File: src/rtl/alu_issue_stage.sv
// ALU issue stage: a single-entry pipeline register between decode and the ALU.
// It forwards source operands from EX/MEM and MEM/WB, selects the SrcB operand,
// decodes the ALU control code, and counts the cycles it spends stalled.
// Ports:
//   clk, reset                        clock and asynchronous active-high reset
//   in_valid / in_ready               decode-side handshake (in_ready is combinational)
//   in_rs1_data, in_rs2_data, in_imm  operand sources
//   in_rs1, in_rs2, in_rd             register indices
//   in_alu_src, in_alu_op, in_funct3, in_funct7b5  decode controls
//   flush                             drops the held entry and blocks capture
//   exmem_*, memwb_*                  forwarding sources
//   out_valid / out_ready             ALU-side handshake
//   SrcA, SrcB, ALUCC, out_rd, out_store_data, illegal_op  registered payload
//   stall_count                       saturating count of stalled cycles
module alu_issue_stage #(
  parameter int unsigned DATA_WIDTH     = 64,
  parameter int unsigned OPCODE_LENGTH  = 4,
  parameter int unsigned REG_ADDR_WIDTH = 5
) (
  input  logic                      clk,
  input  logic                      reset,
  input  logic                      in_valid,
  output logic                      in_ready,
  input  logic [DATA_WIDTH-1:0]     in_rs1_data,
  input  logic [DATA_WIDTH-1:0]     in_rs2_data,
  input  logic [DATA_WIDTH-1:0]     in_imm,
  input  logic [REG_ADDR_WIDTH-1:0] in_rs1,
  input  logic [REG_ADDR_WIDTH-1:0] in_rs2,
  input  logic [REG_ADDR_WIDTH-1:0] in_rd,
  input  logic                      in_alu_src,
  input  logic [1:0]                in_alu_op,
  input  logic [2:0]                in_funct3,
  input  logic                      in_funct7b5,
  input  logic                      flush,
  input  logic                      exmem_regwrite,
  input  logic                      memwb_regwrite,
  input  logic [REG_ADDR_WIDTH-1:0] exmem_rd,
  input  logic [REG_ADDR_WIDTH-1:0] memwb_rd,
  input  logic [DATA_WIDTH-1:0]     exmem_result,
  input  logic [DATA_WIDTH-1:0]     memwb_result,
  output logic                      out_valid,
  input  logic                      out_ready,
  output logic [DATA_WIDTH-1:0]     SrcA,
  output logic [DATA_WIDTH-1:0]     SrcB,
  output logic [OPCODE_LENGTH-1:0]  ALUCC,
  output logic [REG_ADDR_WIDTH-1:0] out_rd,
  output logic [DATA_WIDTH-1:0]     out_store_data,
  output logic                      illegal_op,
  output logic [15:0]               stall_count
);

  localparam logic [OPCODE_LENGTH-1:0] ALU_AND = OPCODE_LENGTH'(4'b0000);
  localparam logic [OPCODE_LENGTH-1:0] ALU_OR  = OPCODE_LENGTH'(4'b0001);
  localparam logic [OPCODE_LENGTH-1:0] ALU_ADD = OPCODE_LENGTH'(4'b0010);
  localparam logic [OPCODE_LENGTH-1:0] ALU_SUB = OPCODE_LENGTH'(4'b0110);
  localparam logic [OPCODE_LENGTH-1:0] ALU_BAD = OPCODE_LENGTH'(4'b1111);
  localparam logic [15:0]              STALL_MAX = 16'hFFFF;

  logic                     capture;
  logic [DATA_WIDTH-1:0]    rs1_fwd;
  logic [DATA_WIDTH-1:0]    rs2_fwd;
  logic [OPCODE_LENGTH-1:0] alucc_d;
  logic                     illegal_d;

  // Accept when the slot is empty or draining; flush blocks acceptance outright.
  assign in_ready = (!out_valid || out_ready) && !flush;
  assign capture  = in_valid && in_ready;

  // Operand forwarding: EX/MEM is newer than MEM/WB; x0 is never forwarded.
  always_comb begin
    rs1_fwd = in_rs1_data;
    if (exmem_regwrite && (exmem_rd == in_rs1) && (in_rs1 != '0))
      rs1_fwd = exmem_result;
    else if (memwb_regwrite && (memwb_rd == in_rs1) && (in_rs1 != '0))
      rs1_fwd = memwb_result;
  end

  always_comb begin
    rs2_fwd = in_rs2_data;
    if (exmem_regwrite && (exmem_rd == in_rs2) && (in_rs2 != '0))
      rs2_fwd = exmem_result;
    else if (memwb_regwrite && (memwb_rd == in_rs2) && (in_rs2 != '0))
      rs2_fwd = memwb_result;
  end

  // ALU control decode; anything not listed is flagged illegal.
  always_comb begin
    alucc_d   = ALU_BAD;
    illegal_d = 1'b1;
    case (in_alu_op)
      2'b00: begin alucc_d = ALU_ADD; illegal_d = 1'b0; end
      2'b01: begin alucc_d = ALU_SUB; illegal_d = 1'b0; end
      2'b10: begin
        case (in_funct3)
          3'b000: begin alucc_d = in_funct7b5 ? ALU_SUB : ALU_ADD; illegal_d = 1'b0; end
          3'b111: begin alucc_d = ALU_AND; illegal_d = 1'b0; end
          3'b110: begin alucc_d = ALU_OR;  illegal_d = 1'b0; end
          default: ;
        endcase
      end
      default: begin
        // I-type: funct7b5 is part of the immediate, so it is ignored here.
        case (in_funct3)
          3'b000: begin alucc_d = ALU_ADD; illegal_d = 1'b0; end
          3'b111: begin alucc_d = ALU_AND; illegal_d = 1'b0; end
          3'b110: begin alucc_d = ALU_OR;  illegal_d = 1'b0; end
          default: ;
        endcase
      end
    endcase
  end

  // Pipeline register, handshake state and stall counter.
  always_ff @(posedge clk or posedge reset) begin
    if (reset) begin
      out_valid      <= 1'b0;
      SrcA           <= '0;
      SrcB           <= '0;
      ALUCC          <= ALU_ADD;
      out_rd         <= '0;
      out_store_data <= '0;
      illegal_op     <= 1'b0;
      stall_count    <= '0;
    end else begin
      if (out_valid && !out_ready && (stall_count != STALL_MAX))
        stall_count <= stall_count + 16'd1;

      if (flush) begin
        out_valid <= 1'b0;
      end else if (capture) begin
        out_valid      <= 1'b1;
        SrcA           <= rs1_fwd;
        SrcB           <= in_alu_src ? in_imm : rs2_fwd;
        ALUCC          <= alucc_d;
        out_rd         <= in_rd;
        out_store_data <= rs2_fwd;
        illegal_op     <= illegal_d;
      end else if (out_ready) begin
        out_valid <= 1'b0;
      end
    end
  end

endmodule

File: config.mk
export PLATFORM = sky130hd
export DESIGN_NAME = alu_issue_stage
export DESIGN_NICKNAME = d
export VERILOG_FILES = /design/src/rtl/alu_issue_stage.sv
export SDC_FILE = /design/constraint.sdc
export NUM_CORES = 1
export LEC_CHECK = 0
export BUFFER_PORTS_ARGS = -buffer_cell sky130_fd_sc_hd__buf_2
export CAP_MARGIN = 40
export CELL_PAD_IN_SITES_DETAIL_PLACEMENT = 0
export CELL_PAD_IN_SITES_GLOBAL_PLACEMENT = 1
export CORE_AREA = 2 2 226 228
export DETAILED_ROUTE_END_ITERATION = 10
export DIE_AREA = 0 0 228 230
export PLACE_DENSITY_LB_ADDON = 0.1
export SYNTH_ARGS = -nofsm -noshare
export SYNTH_HDL_FRONTEND = slang
export SYNTH_SLANG_ARGS = --single-unit
export TNS_END_PERCENT = 10
File: constraint.sdc
create_clock -name clk -period 9.4 [get_ports clk]
set_clock_uncertainty 0.05 [all_clocks]
set_input_delay 2.82 -clock clk [delete_from_list [all_inputs] [get_ports clk]]
set_output_delay 2.82 -clock clk [all_outputs]
set_load 0.02 [all_outputs]
-- After elaboration in Yosys (flattened, before gate mapping)
Cells that the tools add are included.
- bits in registers: 219
- bits of input ports: 359
- add/subtract/negate cells: 1
- equality and inequality tests: 9
- muxes and demuxes: 14
- bitwise gates (word level): 1
- reductions and logical operators: 24
- operators by type and width (operator ; count):
    $mux 64 ; 5
    $pmux 4 s3 ; 3
    $eq 5x5->1 ; 4
    $add 16x1->16 const B ; 1
    $ne 16x16->1 const B ; 1
    $logic_and 1x1->1 ; 12
    $reduce_bool 5->1 ; 2
    $eq 3x3->1 const B ; 2
    $mux 1 ; 5
    $logic_not 1->1 ; 3
    $logic_not 3->1 ; 1
    $mux 3 ; 1
    $reduce_bool 3->1 ; 1
    $reduce_or 3->1 ; 1
    $eq 2x1->1 const B ; 1
    $eq 2x2->1 const B ; 1
    $logic_not 2->1 ; 1
    $reduce_and 2->1 ; 1
    $reduce_or 2->1 ; 1
    $logic_or 1x1->1 ; 1
    $not 1->1 ; 1

-- Logic depth before layout (Yosys ltp)
Gate-level depths: netlist of the first run.
- depth after elaboration: 6
- gate-level depth with buffers: 7

-- Least setup slack after synthesis of the first run
Ideal clock, no wire load.
- path kind: in2out
- start point: input port out_ready
- end point: output port in_ready
- arrival time: 3159 ps
- path slack: 3371 ps
- cell stages on the path: 2
- path buffers: 0
- cell sequence: nor2b_1 > nor2_1
- cells in the longest elaborated chain, start to end: 2
- RTL lines (element ; RTL line ; text):
    from (decl) ; 42 ; input logic out_ready,
    $logic_or 1x1->1 ; 66 ; assign in_ready = (!out_valid || out_ready) && !flush;
    $logic_and 1x1->1 ; 66 ;
    to (decl) ; 23 ; output logic in_ready,
Every way passes these cells.

-- Worst setup path in the final report of the first run
Ends and elaborated chain as after synthesis.

==> results.txt, run 1 <==
----------------------------------------------------
[Synth]
  Net Count, Synth ... 1524
  Cell count after synthesis ... 1164
  Fraction of post-synthesis cell area in the top cell type by area ... 46.31%
  Number of enable flip-flop cells after synthesis ... 0
  #FFs+latches synth ... 219
  Netlist area before placement ... 11780 µm²
  Warnings from Yosys ... 0
  Sequential share of the synthesized area ... 46.54%
  Cell types occupying the most area after synthesis ... dfrtp_1 (46%), o31ai_1 (8.2%), a221oi_2 (7.6%)
  Mean instance size in the synthesized netlist ... 10.12 µm²
  Async S/R FF share, synth ... 100.0%
  Post-synth top flop ... dfrtp_1
  Distinct cell type count of the synthesized netlist ... 44
  Leading area contributor after synthesis ... dfrtp_1

[Min path]
  Beginning of the worst hold path ... out_store_data[10]
  Worst Hold Class ... reg -> reg

[Routing]
  Pre-Repair DR Iteration Count ... 6
  Post-detailed-route wirelength per cell ... 24.85 µm
  Post-Route WL ... 59.45 mm
  Number of violations reported at the end of detailed-routing iteration 0 ... 569
  Post-route ant nets ... 0
  Total via count after detailed routing ... 11875
  Vias per Instance ... 4.964
  Number of DRC violations after detailed routing ... 0

[STA]
  Count of final hold-check violations ... 0
  Final period demand of the worst path ... 6.312 ns
  Tcrit/Tclk final ... 67.15%
  Tightest Pin Transition ... 0.8609 ns
  Relative slew slack ... 42.60%
  Max frequency ... 158.4 MHz
  Final Max Tran Viols ... 0
  Final setup violating endpoints ... 0
  Total Neg Setup Slack ... 0 ns
  Setup repair after global routing missed its margin ... no

[Finish]
  Cell area after layout ... 16390 µm²
  Net count of the finished layout ... 2048
  Number of filler cells placed in the layout ... 5371
  Layout cells sized above 1 ... 42.42%
  Area growth from synthesis to final layout ... 39.15%
  Commonest non-fill, non-tap cell in the layout ... buf_2
  Highest-count cells in the layout ignoring fill and taps ... buf_2 (578), dfrtp_1 (218), and3_1 (131), o31ai_1 (128), nand2_1 (92)

[Critical path]
  Most frequent cell on the critical path ... buf_2
  Crit start category ... primary input
  Largest stage delay, worst path ... 0.28 ns
  Top fanout value on the critical path ... 3
  Category of cells accounting for the largest share of critical-path delay ... simple AND/OR/NAND/NOR gates
  Crit path arrival time ... 3.44 ns
  Worst Setup Path Type ... in -> out
  Worst R2R Start ... out_valid
  Buffers & Inverters on Critical Path ... 2
  CP Launch Point ... out_ready
  Max stage delay cell, worst path ... nor2b_1
  Worst EP required ... 6.53 ns
  Cell-by-cell trace of the critical path ... buf_2 -> nor2b_1 -> nor2_1 -> buf_2
  Sort of element at the end of the critical path ... primary output

[Clocking]
  # clock sinks ... 219
  CTS root buffer ... clkbuf_16
  Clock tree from TritonCTS ... yes
  Post-cts hold buffer count ... 0
  Clock insertion delay at the later pin of the skew report ... 0.56 ns
  Count of H-tree levels built during CTS ... 1
  Clock-pin slew reported for the worst setup and hold paths after clock tree synthesis ... 0.06 ns
  TritonCTS buffer count ... 29
  PostCTS Resize Cnt ... 0
  Post-CTS setup buffer count ... 0
  Max Root-Sink Buffers ... 3

[Status]
  Outcome ... finished, final reports clean

[Floorplanning]
  Height of the die ... 230 µm
  Number of placement rows ... 82
  Die width ... 228 µm
  Total Die Area ... 52440 µm²
  Number of top-level pins ... 579
  Placeable Area ... 49860 µm²
  Initial cell density of the core ... 23.62%

[Global route]
  Total Routing Usage GR ... 21.92%
  Via count of the first global-routing pass ... 12569
  Initial antenna violation count ... 23
  Overflow after GRT ... 0
  Wire length of the first global-routing pass ... 86.68 mm
  Largest net degree at the start of global routing ... 139

[Power]
  Power density relative to cell area ... 194.5 nW/µm²
  Worst IR drop on VDD ... 121.3 µV
  Leakage power figure ... 7.921 nW

[Placement]
  Port Buffers ... 578
  Final estimated routing congestion in global placement ... 0.8286
  DP Area ... 15400 µm²
  Dpl hpwl ... 42.67 mm

[Job]
  Max-cap violations ... 0

----------------------------------------------------
synthesized netlist by cell type (all sizes together), types with 3 or more instances:
cell	number
nor4	3
o21ai	65
dfrtp	218
and3	131
nor2	76
xnor2	33
nand4	8
o31ai	129
mux2i	64
nand2b	3
a221oi	64
nand2	92
a21oi	67
buf	36
a22oi	64
inv	5
nand3	8
clkbuf	74
nor3	3
through the flow:
stage | power (W) | hold slack [ns] | setup slack, ns | std cells | util, %
2_1_floorplan | 0.001669 | 0.4857 | 0.5389 | 1164 | -
3_3_place_gp | 0.002077 | 0.4071 | 3.110 | 2323 | 30.58
3_5_place_dp | 0.002085 | 0.4103 | 3.099 | 2329 | 30.89
4_1_cts | 0.003240 | 0.4235 | 3.095 | 2381 | 32.82
5_1_grt | 0.003350 | 0.4485 | 3.009 | 2391 | 32.87
6_report | 0.003188 | 0.4194 | 3.088 | 2392 | 32.87
final timing paths:
path / endpoint / slack [ns] / depth (start not counted)
min in group asynchronous: SrcA[4] / 2.14 / 2
max reg2reg: SrcA[31] / 6.83 / 7
min: out_store_data[10] / 0.42 / 2
max: in_ready / 3.09 / 4
max in group asynchronous: SrcA[24] / 5.73 / 4
min reg2reg: out_store_data[10] / 0.42 / 2
final cells by class:
class	count	area [µm²]	area share (%)
Multi-Input combinational cell	830	5826	35.54
Sequential cell	219	5482	33.44
Timing Repair Buffer	603	3231	19.71
Clock buffer	44	862.1	5.260
Tap cell	672	840.8	5.130
Clock inverter	8	96.34	0.5878
Antenna cell	11	27.53	0.1679
Inverter	5	26.28	0.1603
registers in the layout (all words and copies together), names as in the netlist:
signal,cells
ALUCC,4
out_store_data,64
stall_count,16
SrcA,64
illegal_op,1
out_valid,1
SrcB,64
out_rd,5
kinds of logic (layout without fill, tap and decap cells):
family | count (synthesis) | in the layout | synth area share (%)
AOI/OAI and AO/OA | 394 | 394 | 26.24
and+or+nand+nor | 335 | 335 | 14.47
DFF | 219 | 219 | 46.54
buffers and inverters | 115 | 660 | 4.515
muxes | 65 | 65 | 5.534
xor gates and xnor gates | 35 | 35 | 2.603
adders and majority gates | 1 | 1 | 0.1062
other | 0 | 11 | 0
per-layer routing:
metal,wire length (µm),track usage (%)
met1,24250,26.43
met2,29300,37.65
met3,4097,6.163
met4,1653,7.128
met5,153,0
power breakdown:
part	total [W]	switching, W	leakage, nW	internal [W]
combinational	0.000868	0.000558	4.72	0.000311
clock	0.00113	0.000451	0.471	0.000681
sequential	0.00119	0.0000925	2.73	0.00110
worst min-delay path, cell delays in order (launching register included):
cell and delay [ns]:
dfrtp_1 0.33, nand2_1 0.05, o31ai_1 0.05
Power figures use the tool's default switching activity.
==> run 2, diff against run 1 <==
Settings changed: ABC_AREA set to 1, CORE_AREA 2 2 226 228 to unset, CORE_ASPECT_RATIO set to 0.6, CORE_UTILIZATION set to 31, DIE_AREA 0 0 228 230 to unset.
Clock period 9.4 ns to 5.2 ns, I/O delays scaled along.
==> results.txt, run 2 <==
----------------------------------------------------
[Status]
  Outcome ... finished, final reports clean

[Critical path]
  Worst setup path endpoint ... in_ready
  CP Launch Point ... out_ready
  Crit path arrival time ... 2.11 ns
  Worst R2R Start ... out_valid
  RR Endpoint ... SrcB[29]
  Crit start category ... primary input
  Worst EP required ... 3.59 ns
  Top fanout value on the critical path ... 3
  Slack of the worst reg-to-reg path ... 2.79 ns
  Worst Setup Path Type ... in -> out
  Sort of element at the end of the critical path ... primary output
  Count of cells along the worst register-to-register path ... 9

[Placement]
  Dpl hpwl ... 46.37 mm
  Final estimated routing congestion in global placement ... 0.8615
  Port Buffers ... 578
  Worst Setup Slack post-DPL ... 1.477 ns
  Total placed cells including tap cells ... 3335

[Routing]
  Number of DRC violations after detailed routing ... 0
  Vias per Instance ... 4.657
  Post-route ant nets ... 0
  Pre-Repair DR Iteration Count ... 5
  Post-detailed-route wirelength per cell ... 19.33 µm
  Total via count after detailed routing ... 15807
  Post-Route WL ... 65.61 mm
  Number of violations reported at the end of detailed-routing iteration 0 ... 926

[Synth]
  Sequential share of the synthesized area ... 36.57%
  Cell types occupying the most area after synthesis ... dfrtp_1 (36%), nand2_1 (25%), nand3_1 (9.1%)
  #FFs+latches synth ... 219
  Post-synth top flop ... dfrtp_1
  Most frequent cells after synthesis ... nand2_1 (980), inv_1 (292), nand3_1 (273)
  Fraction of post-synthesis cell area in the top cell type by area ... 36.40%
  Distinct cell type count of the synthesized netlist ... 36
  Mean instance size in the synthesized netlist ... 6.721 µm²
  Async S/R FF share, synth ... 100.0%
  Net Count, Synth ... 2590
  Netlist area before placement ... 14990 µm²
  Cell count after synthesis ... 2230
  Number of enable flip-flop cells after synthesis ... 0
  Most frequent cell after synthesis ... nand2_1
  Warnings from Yosys ... 0
  Leading area contributor after synthesis ... dfrtp_1

[Global route]
  Via count of the first global-routing pass ... 15166
  Wire length of the first global-routing pass ... 97.21 mm
  Total Routing Usage GR ... 25.88%
  Highest-utilization routing layer at the global route stage ... met2
  Initial antenna violation count ... 19
  Met1 Use GR ... 34.14%
  Largest net degree at the start of global routing ... 163
  Routing usage on met2 ... 43.40%
  Overflow after GRT ... 0
  Global-route track usage on met3 ... 4.617%

[STA]
  Final Max Tran Viols ... 0
  Tcrit/Tclk final ... 71.50%
  Post-layout worst setup margin ... 1.482 ns
  Count of final hold-check violations ... 0
  Tightest Pin Transition ... 0.8078 ns
  Setup repair after global routing missed its margin ... no
  Total Neg Setup Slack ... 0 ns
  Final setup violating endpoints ... 0
  Relative slew slack ... 46.15%
  Final period demand of the worst path ... 3.718 ns
  Max frequency ... 269.0 MHz

[Power]
  Total power draw ... 0.005792 W
  Worst IR drop on VDD ... 209.1 µV
  Leakage power figure ... 11.60 nW
  Power density relative to cell area ... 306.8 nW/µm²

[Clocking]
  Post-cts hold buffer count ... 0
  CTS root buffer ... clkbuf_16
  PostCTS Resize Cnt ... 0
  Max Root-Sink Buffers ... 3
  TritonCTS buffer count ... 26
  # clock sinks ... 219
  Count of H-tree levels built during CTS ... 1
  Clock tree from TritonCTS ... yes
  Post-CTS setup buffer count ... 0
  Clock-pin slew reported for the worst setup and hold paths after clock tree synthesis ... 0.06 ns
  Clock insertion delay at the later pin of the skew report ... 0.56 ns

[Job]
  Max-cap violations ... 0

[Floorplanning]
  Initial cell density of the core ... 31.88%
  Number of placement rows ... 61
  Height of the die ... 172.3 µm
  Total Die Area ... 49260 µm²
  Number of top-level pins ... 579
  Placeable Area ... 47020 µm²
  Die width ... 285.9 µm

[Finish]
  Filler-free cell count of the finished design ... 3394
  Core Util, Final ... 40.16%
  Highest-count cells in the layout ignoring fill and taps ... nand2_1 (979), buf_2 (578), inv_1 (289), nand3_1 (273), dfrtp_1 (218)
  Biggest regs ... SrcA: 64 flops, SrcB: 64 flops, out_store_data: 64 flops
  Layout cells sized above 1 ... 28.96%
  Area growth from synthesis to final layout ... 25.96%
  Commonest non-fill, non-tap cell in the layout ... nand2_1
  Net count of the finished layout ... 3093

[Min path]
  Worst Hold Class ... reg -> reg
  Beginning of the worst hold path ... SrcB[15]

----------------------------------------------------
[run 2: cell types whose count changed in the layout (fill, tap and decap cells not counted), sizes merged, moves of 11 or more]
cell,previous run,this run
xnor2,33,6
and3,131,0
mux2i,64,0
a21oi,67,3
xor2,2,13
o31ai,129,0
nor2,76,149
nand2,92,985
a221oi,64,0
nand3,8,395
inv,5,300
a22oi,64,0
o21ai,65,7
[run 2: layer usage]
layer  vias up  share of wire (%)
met2       475                 48
met1      7458                 44
met3        85                5.6
li1       7779                  -
met4        10                2.0
met5         -               0.10
[run 2: final cells by class]
class	instances	area, µm²
clock inverters	5	50.05
inverters	301	1139
multi-input cells	1579	7312
repair buffers	606	3291
clock buffers	39	780.7
diodes	15	37.54
flip-flops and latches	219	5482
fillers	5333	28140
well taps	630	788.3
[run 2: cell families (layout without fill, tap and decap cells)]
logic type,count (synthesis),after routing,synth area share (%)
and+or+nand+nor,1543,1543,46.57
buffers and inverters,432,951,15.02
DFF,219,219,36.57
xor gates and xnor gates,19,19,1.110
AOI/OAI and AO/OA,16,16,0.6428
adders and majority gates,1,1,0.08347
other,0,15,0
[run 2: worst min-delay path by stage]
stage / cells past startpoint / endpoint / slack (ns)
3_5_place_dp: 2 / SrcB[15] / 0.41
6_report: 2 / SrcB[15] / 0.42
5_1_grt: 2 / SrcB[8] / 0.45
4_1_cts: 2 / SrcB[15] / 0.43
2_1_floorplan: 1 / ALUCC[1] / 0.49
3_3_place_gp: 2 / SrcB[57] / 0.41
[run 2: per-stage QoR]
stage / cell area (µm²) / hold slack (ns)
after floorplan: 14990 / 0.4854
after CTS: 18840 / 0.4261
after detailed placement: 18010 / 0.4094
after global placement: 17850 / 0.4068
after global routing: 18870 / 0.4466
final: 18880 / 0.4209
[run 2: critical path: stages]
cell    delay [ns]
buf_2         0.10
nor2_4        0.05
nor2_1        0.19
buf_2         0.21
[run 2: power by group]
group | switching, W | internal (W) | total, W
logic | 0.00119 | 0.000562 | 0.00175
registers | 0.000181 | 0.00199 | 0.00217
clock network | 0.000800 | 0.00107 | 0.00188
